===== src/rtl/mole_game_ctrl.sv =====
`default_nettype none
// ============================================================================
// Module      : mole_game_ctrl
// Description : Whack-a-mole round sequencer: IDLE/PLAY/OVER control, LFSR
//               mole spawning into a 3x3 grid, per-hole lifetimes, scoring.
// Revision    : 1.0 - initial release
// ============================================================================
module mole_game_ctrl #(
  parameter int unsigned     SPAWN_CYCLES     = 50_000_000,
  parameter int unsigned     MOLE_LIFE_CYCLES = 100_000_000,
  parameter longint unsigned GAME_CYCLES      = 64'd3_000_000_000
) (
  input  logic       clk,
  input  logic       rst,
  input  logic [7:0] key,
  input  logic       key_valid,
  output logic [8:0] mole_mask,
  output logic [7:0] score,
  output logic [7:0] miss,
  output logic [1:0] state,
  output logic       hit_pulse,
  output logic       game_over
);

  localparam int c_HOLES   = 9;
  localparam int c_GAME_W  = $clog2(GAME_CYCLES + 64'd1);
  localparam int c_SPAWN_W = $clog2(longint'(SPAWN_CYCLES) + 64'd1);
  localparam int c_LIFE_W  = $clog2(longint'(MOLE_LIFE_CYCLES) + 64'd1);

  localparam logic [c_GAME_W-1:0]  c_GAME_LOAD  = c_GAME_W'(GAME_CYCLES - 64'd1);
  localparam logic [c_SPAWN_W-1:0] c_SPAWN_LOAD = c_SPAWN_W'(longint'(SPAWN_CYCLES) - 64'd1);
  localparam logic [c_LIFE_W-1:0]  c_LIFE_LOAD  = c_LIFE_W'(longint'(MOLE_LIFE_CYCLES) - 64'd1);
  localparam logic [15:0]          c_LFSR_SEED  = 16'hACE1;
  localparam logic [7:0]           c_KEY_START  = 8'h29;
  localparam logic [7:0]           c_KEY_ABORT  = 8'h76;

  typedef enum logic [1:0] {
    ST_IDLE = 2'd0,
    ST_PLAY = 2'd1,
    ST_OVER = 2'd2
  } state_t;

  state_t                r_state, w_state_nxt;
  logic [15:0]           r_lfsr;
  logic [8:0]            r_mask, w_mask_nxt;
  logic [7:0]            r_score, w_score_nxt;
  logic [7:0]            r_miss, w_miss_nxt;
  logic                  r_hit, w_hit_nxt;
  logic                  r_game_over;
  logic [c_GAME_W-1:0]   r_game, w_game_nxt;
  logic [c_SPAWN_W-1:0]  r_spawn, w_spawn_nxt;
  logic [c_LIFE_W-1:0]   r_life     [c_HOLES];
  logic [c_LIFE_W-1:0]   w_life_nxt [c_HOLES];

  logic                  w_key_start, w_key_abort;
  logic                  w_key_hole_vld;
  logic [3:0]            w_key_hole;
  logic [8:0]            w_hole_hit, w_hole_exp;
  logic                  w_any_hit, w_wrong;
  logic [3:0]            w_exp_cnt;
  logic [3:0]            w_cand;
  logic                  w_spawn_now;
  logic [8:0]            w_score_sum, w_miss_sum;
  logic                  w_start_play;

  assign w_key_start = key_valid && (key == c_KEY_START);
  assign w_key_abort = key_valid && (key == c_KEY_ABORT);

  always_comb begin
    w_key_hole_vld = key_valid;
    w_key_hole     = 4'd0;
    case (key)
      8'h6C:   w_key_hole = 4'd0;
      8'h75:   w_key_hole = 4'd1;
      8'h7D:   w_key_hole = 4'd2;
      8'h6B:   w_key_hole = 4'd3;
      8'h73:   w_key_hole = 4'd4;
      8'h74:   w_key_hole = 4'd5;
      8'h69:   w_key_hole = 4'd6;
      8'h72:   w_key_hole = 4'd7;
      8'h7A:   w_key_hole = 4'd8;
      default: w_key_hole_vld = 1'b0;
    endcase
  end

  // A hit on a hole whose life just ran out takes precedence over the expiry.
  for (genvar h = 0; h < c_HOLES; h++) begin : g_hole
    assign w_hole_hit[h] = r_mask[h] && w_key_hole_vld && (w_key_hole == 4'(h));
    assign w_hole_exp[h] = r_mask[h] && !w_hole_hit[h] && (r_life[h] == '0);
  end

  assign w_any_hit   = |w_hole_hit;
  assign w_wrong     = w_key_hole_vld && !r_mask[w_key_hole];
  assign w_cand      = (r_lfsr[3:0] >= 4'd9) ? (r_lfsr[3:0] - 4'd9) : r_lfsr[3:0];
  assign w_spawn_now = (r_spawn == '0);

  always_comb begin
    w_exp_cnt = 4'd0;
    for (int h = 0; h < c_HOLES; h++) begin
      w_exp_cnt = w_exp_cnt + {3'b000, w_hole_exp[h]};
    end
  end

  assign w_score_sum = {1'b0, r_score} + {8'b0, w_any_hit};
  assign w_miss_sum  = {1'b0, r_miss} + {5'b0, w_exp_cnt} + {8'b0, w_wrong};

  always_comb begin
    w_state_nxt  = r_state;
    w_mask_nxt   = r_mask;
    w_score_nxt  = r_score;
    w_miss_nxt   = r_miss;
    w_hit_nxt    = 1'b0;
    w_game_nxt   = r_game;
    w_spawn_nxt  = r_spawn;
    w_start_play = 1'b0;
    for (int h = 0; h < c_HOLES; h++) begin
      w_life_nxt[h] = r_life[h];
    end

    case (r_state)
      ST_PLAY: begin
        if (w_key_abort) begin
          w_state_nxt = ST_IDLE;
          w_mask_nxt  = '0;
        end else begin
          w_hit_nxt   = w_any_hit;
          w_score_nxt = w_score_sum[8] ? 8'hFF : w_score_sum[7:0];
          w_miss_nxt  = (w_miss_sum > 9'd255) ? 8'hFF : w_miss_sum[7:0];
          for (int h = 0; h < c_HOLES; h++) begin
            if (w_hole_hit[h] || w_hole_exp[h]) begin
              w_mask_nxt[h] = 1'b0;
            end else if (r_mask[h]) begin
              w_life_nxt[h] = r_life[h] - c_LIFE_W'(1);
            end
          end
          // Spawn tests the pre-cycle mask, so a hole vacated this cycle is not refilled.
          if (w_spawn_now) begin
            w_spawn_nxt = c_SPAWN_LOAD;
            if (!r_mask[w_cand]) begin
              w_mask_nxt[w_cand] = 1'b1;
              w_life_nxt[w_cand] = c_LIFE_LOAD;
            end
          end else begin
            w_spawn_nxt = r_spawn - c_SPAWN_W'(1);
          end
          if (r_game == '0) begin
            w_state_nxt = ST_OVER;
            w_mask_nxt  = '0;
          end else begin
            w_game_nxt = r_game - c_GAME_W'(1);
          end
        end
      end
      ST_OVER: begin
        w_mask_nxt = '0;
        if (w_key_start) begin
          w_start_play = 1'b1;
        end else if (w_key_abort) begin
          w_state_nxt = ST_IDLE;
        end
      end
      default: begin
        w_state_nxt = ST_IDLE;
        w_mask_nxt  = '0;
        if (w_key_start) begin
          w_start_play = 1'b1;
        end
      end
    endcase

    if (w_start_play) begin
      w_state_nxt = ST_PLAY;
      w_score_nxt = '0;
      w_miss_nxt  = '0;
      w_mask_nxt  = '0;
      w_game_nxt  = c_GAME_LOAD;
      w_spawn_nxt = c_SPAWN_LOAD;
      for (int h = 0; h < c_HOLES; h++) begin
        w_life_nxt[h] = '0;
      end
    end
  end

  always_ff @(posedge clk) begin
    if (rst) begin
      r_state     <= ST_IDLE;
      r_lfsr      <= c_LFSR_SEED;
      r_mask      <= '0;
      r_score     <= '0;
      r_miss      <= '0;
      r_hit       <= 1'b0;
      r_game_over <= 1'b0;
      r_game      <= '0;
      r_spawn     <= '0;
      for (int h = 0; h < c_HOLES; h++) begin
        r_life[h] <= '0;
      end
    end else begin
      r_state     <= w_state_nxt;
      r_lfsr      <= {r_lfsr[0] ^ r_lfsr[2] ^ r_lfsr[3] ^ r_lfsr[5], r_lfsr[15:1]};
      r_mask      <= w_mask_nxt;
      r_score     <= w_score_nxt;
      r_miss      <= w_miss_nxt;
      r_hit       <= w_hit_nxt;
      r_game_over <= (w_state_nxt == ST_OVER);
      r_game      <= w_game_nxt;
      r_spawn     <= w_spawn_nxt;
      for (int h = 0; h < c_HOLES; h++) begin
        r_life[h] <= w_life_nxt[h];
      end
    end
  end

  assign mole_mask = r_mask;
  assign score     = r_score;
  assign miss      = r_miss;
  assign state     = r_state;
  assign hit_pulse = r_hit;
  assign game_over = r_game_over;

endmodule
`default_nettype wire


===== config.mk =====
export PLATFORM = sky130hd
export DESIGN_NAME = mole_game_ctrl
export DESIGN_NICKNAME = d
export VERILOG_FILES = /design/src/rtl/mole_game_ctrl.sv
export SDC_FILE = /design/constraint.sdc
export NUM_CORES = 1
export LEC_CHECK = 0
export ABC_AREA = 1
export CELL_PAD_IN_SITES_DETAIL_PLACEMENT = 0
export CELL_PAD_IN_SITES_GLOBAL_PLACEMENT = 1
export CORE_MARGIN = 10
export CORE_UTILIZATION = 30
export CTS_BUF_LIST = sky130_fd_sc_hd__clkbuf_4 sky130_fd_sc_hd__clkbuf_8
export CTS_CLUSTER_SIZE = 25
export DETAILED_ROUTE_END_ITERATION = 8
export PLACE_DENSITY = 0.59
export SYNTH_ARGS = -nofsm -noshare
export SYNTH_HDL_FRONTEND = slang
export SYNTH_SLANG_ARGS = --single-unit

===== constraint.sdc =====
create_clock -name clk -period 5.7 [get_ports clk]
set_clock_uncertainty 0.2 [all_clocks]
set_input_delay 0.855 -clock clk [delete_from_list [all_inputs] [get_ports clk]]
set_output_delay 0.855 -clock clk [all_outputs]
set_load 0.01 [all_outputs]

==> results_dict.tcl <==
set metrics [dict create \
    area_growth_pct 15.7 \
    syn-num-nets 3464 \
    power_uw 5500 \
    crit_path_end_kind "flip-flop" \
    synthFlopType "dfxtp_1" \
    arrival_ns 5.76 \
    setup_viol 0 \
    drive_gt1_share_pct 9.31 \
    cp_data_required_time_ns 6.05 \
    clk_transition_reported_paths_ns 0.06 \
    rsz0062_at_grt "no" \
    min_period_over_period_pct 95.0 \
    max_freq_ghz 0.185 \
    drt_iter0_drc 1288 \
    cts_buffers 72 \
    swShare_pct 24.5 \
    grt_max_degree 76 \
    hold_path_class "reg2reg" \
    hold_depth 2 \
    power.leakage_uw 0.0129 \
    place_inst 4395 \
    p_int_uw 4150 \
    crit_path_start_kind "input pin" \
    route.met3.wl_um 2380 \
    yosysUniqueCellTypes 64 \
    port_buffers 39 \
    gp_congestion 0.860 \
    top_layer "met4" \
    drv_slew 0 \
    fin_cells 4528 \
    path_class "in2reg" \
    via_per_inst 4.75 \
    pin_count 40 \
    ys_seq_area_share_pct 32.4 \
    seqPwrFrac_pct 44.2 \
    die_area_um2 82200 \
    cts-htree-levels 3 \
    grt_pass1_vias 21100 \
    core-area_um2 70300 \
    tightest_slew_ns 0.931 \
    crit_fanout 5 \
    wl_met2_um 30800 \
    worstRegToRegCells 20 \
    cts_tree "built" \
    syn-cell-area_um2 21400 \
    dp_hpwl_um 49800 \
    power_switching_uw 1350 \
    avgSynthCellArea_um2 6.24 \
    rows 97 \
    ys_warn_count 0 \
    cts-root-buf "clkbuf_8" \
    dr.pass1.iters 5 \
    ant_nets 0 \
    p_per_area_nw_per_um2 223 \
    start_util_pct 30.4 \
    outcome "complete, no violations" \
    die_w_um 287 \
    nets 3570 \
    wirelength_um 67900 \
    cts_sinks 346 \
    num_vias 21500 \
    cts_buffer_depth 3 \
    synth_edf_count 0 \
    grt_pass1_wl_um 112000 \
    routedLengthMet1_um 33000 \
    remaining_drc_errors 0 \
    globalRouteOverflowTotal 0 \
    comb_power_share_pct 3.1 \
    maxCapViolations 0 \
    p_clk_share_pct 52.7 \
    grt.total_usage_pct 16.5 \
    fin_crit_ns 5.42 \
    synth-seq-cells 346 \
    slew_headroom_pct 37.9 \
    vdd_ir_drop_max_mv 0.132 \
    die_h_um 287 \
    async_flop_share_pct 0 \
    antenna_found_initial 1 \
    hold_viol 0 \
    fillers 7717 \
    synthCells 3423 \
    wl_per_cell_um 15.0 \
    insertion_delay_ns 0.66 \
]
power by group through the flow:
stage	clock network (µW)	logic, µW	registers (µW)
after floorplan	0	108	2480
after global placement	0	172	2480
after detailed placement	0	172	2490
after CTS	3020	173	2430
after global routing	3120	191	2430
final	2900	171	2430
Yosys cell counts (10+ instances only):
cell type | count | share of area (%)
nand3_2 | 13 | 0.61
clkbuf_1 | 34 | 0.60
nand4_1 | 112 | 3.3
nand3_1 | 307 | 7.2
buf_2 | 27 | 0.63
a21oi_1 | 89 | 2.1
xor2_1 | 50 | 2.1
nor4_1 | 29 | 0.85
xnor2_1 | 19 | 0.78
inv_1 | 599 | 11
nor3_1 | 104 | 2.4
nand3b_1 | 26 | 0.91
nor2_2 | 15 | 0.44
nand2_1 | 713 | 13
inv_2 | 15 | 0.26
nor2_1 | 562 | 9.9
or2_2 | 21 | 0.62
nand2_2 | 16 | 0.47
a31oi_1 | 24 | 0.70
nor2_4 | 10 | 0.53
o21ai_1 | 12 | 0.28
ha_1 | 23 | 1.3
o21ai_0 | 142 | 3.3
dfxtp_1 | 346 | 32
metal layers:
metal	global-route usage (%)	up-vias
met1	21.8	9950
met4	5.05	0
met5	0	-
li1	-	11100
met2	27.2	335
met3	2.56	105
logic make-up (layout without fill, tap and decap cells):
kind of cell	Yosys count	after routing	synth area share (%)
AND/OR/NAND/NOR	1975	1975	42.1
XOR/XNOR	69	69	2.83
AO/OA/AOI/OAI	310	310	8.05
other	0	1	0
flip-flops	346	346	32.4
adder cells (fa/ha/maj)	30	30	2.00
buffers and inverters	693	857	12.6
flip-flops by register name, indices dropped and copies added (netlist names):
name,flops
r_life,243
r_game,32
r_spawn,26
r_lfsr,16
mole_mask,9
miss,8
score,8
state,2
game_over,1
hit_pulse,1
layout by cell type, fill, tap and decap left out, types with 24 or more instances in the layout:
cell               n
o21ai_0          141
a31oi_1           24
clkdlybuf4s50_1   39
nand3_1          307
buf_4             69
nand3b_1          26
nor2_1           562
xor2_1            50
nor3_1           104
inv_1            599
a21oi_1           89
nor4_1            29
clkbuf_8          98
nand2_1          711
nand4_1          112
dfxtp_1          346
final timing paths:
kind | from | endpoint | slack [ns]
max | key[2] | miss[3] | 0.28
min | r_lfsr[13] | r_lfsr[12] | 0.21
max reg2reg | r_life[0][15] | miss[3] | 0.53
min reg2reg | r_lfsr[13] | r_lfsr[12] | 0.21
critical path, stage by stage:
cell	delay [ns]
clkdlybuf4s50_1	0.51
inv_1	0.07
nand2_1	0.11
nor2_2	0.07
nand2_1	0.14
nand2_1	0.11
nor2_2	0.13
nand4_2	0.15
nor2_1	0.18
nor2_1	0.07
nand2_1	0.10
inv_1	0.06
fa_1	0.48
inv_1	0.05
fa_1	0.51
fa_1	0.52
fa_1	0.47
fa_2	0.39
o21ai_2	0.17
nand2_1	0.08
nor2_1	0.09
nand2_1	0.13
o21ai_0	0.12
nand2_1	0.07
a21oi_1	0.13
final cells by class:
cell class	count	area, µm²	share of cell area, %
clock inverters	12	85.1	0.344
diodes	1	2.50	0.0101
flip-flops and latches	346	6930	28.0
repair buffers	109	928	3.76
well taps	940	1180	4.76
clock buffers	120	1510	6.13
inverters	616	2320	9.38
multi-input cells	2384	11800	47.6
per-stage QoR:
step	util [%]	hold slack (ns)	area, µm²	setup TNS, ns	worst slack [ns]
global placement	32.9	0.199	23100	-2.98	-0.433
floorplan	-	0.188	21400	0	0.345
detailed placement	32.9	0.195	23100	-3.62	-0.507
CTS	35.1	0.209	24700	0	0.174
global route	35.2	0.229	24700	0	0.00167
finish	35.2	0.206	24700	0	0.283
repair_timing:
item / in CTS / in global routing
hold buffers: 0 / 0
buffers inserted: 0 / 0
setup endpoints to repair: 0 / 7
gates resized for setup: 0 / 4
endpoints found under the hold margin: 0 / 0
Note: power is estimated with default switching activity, not from simulation.
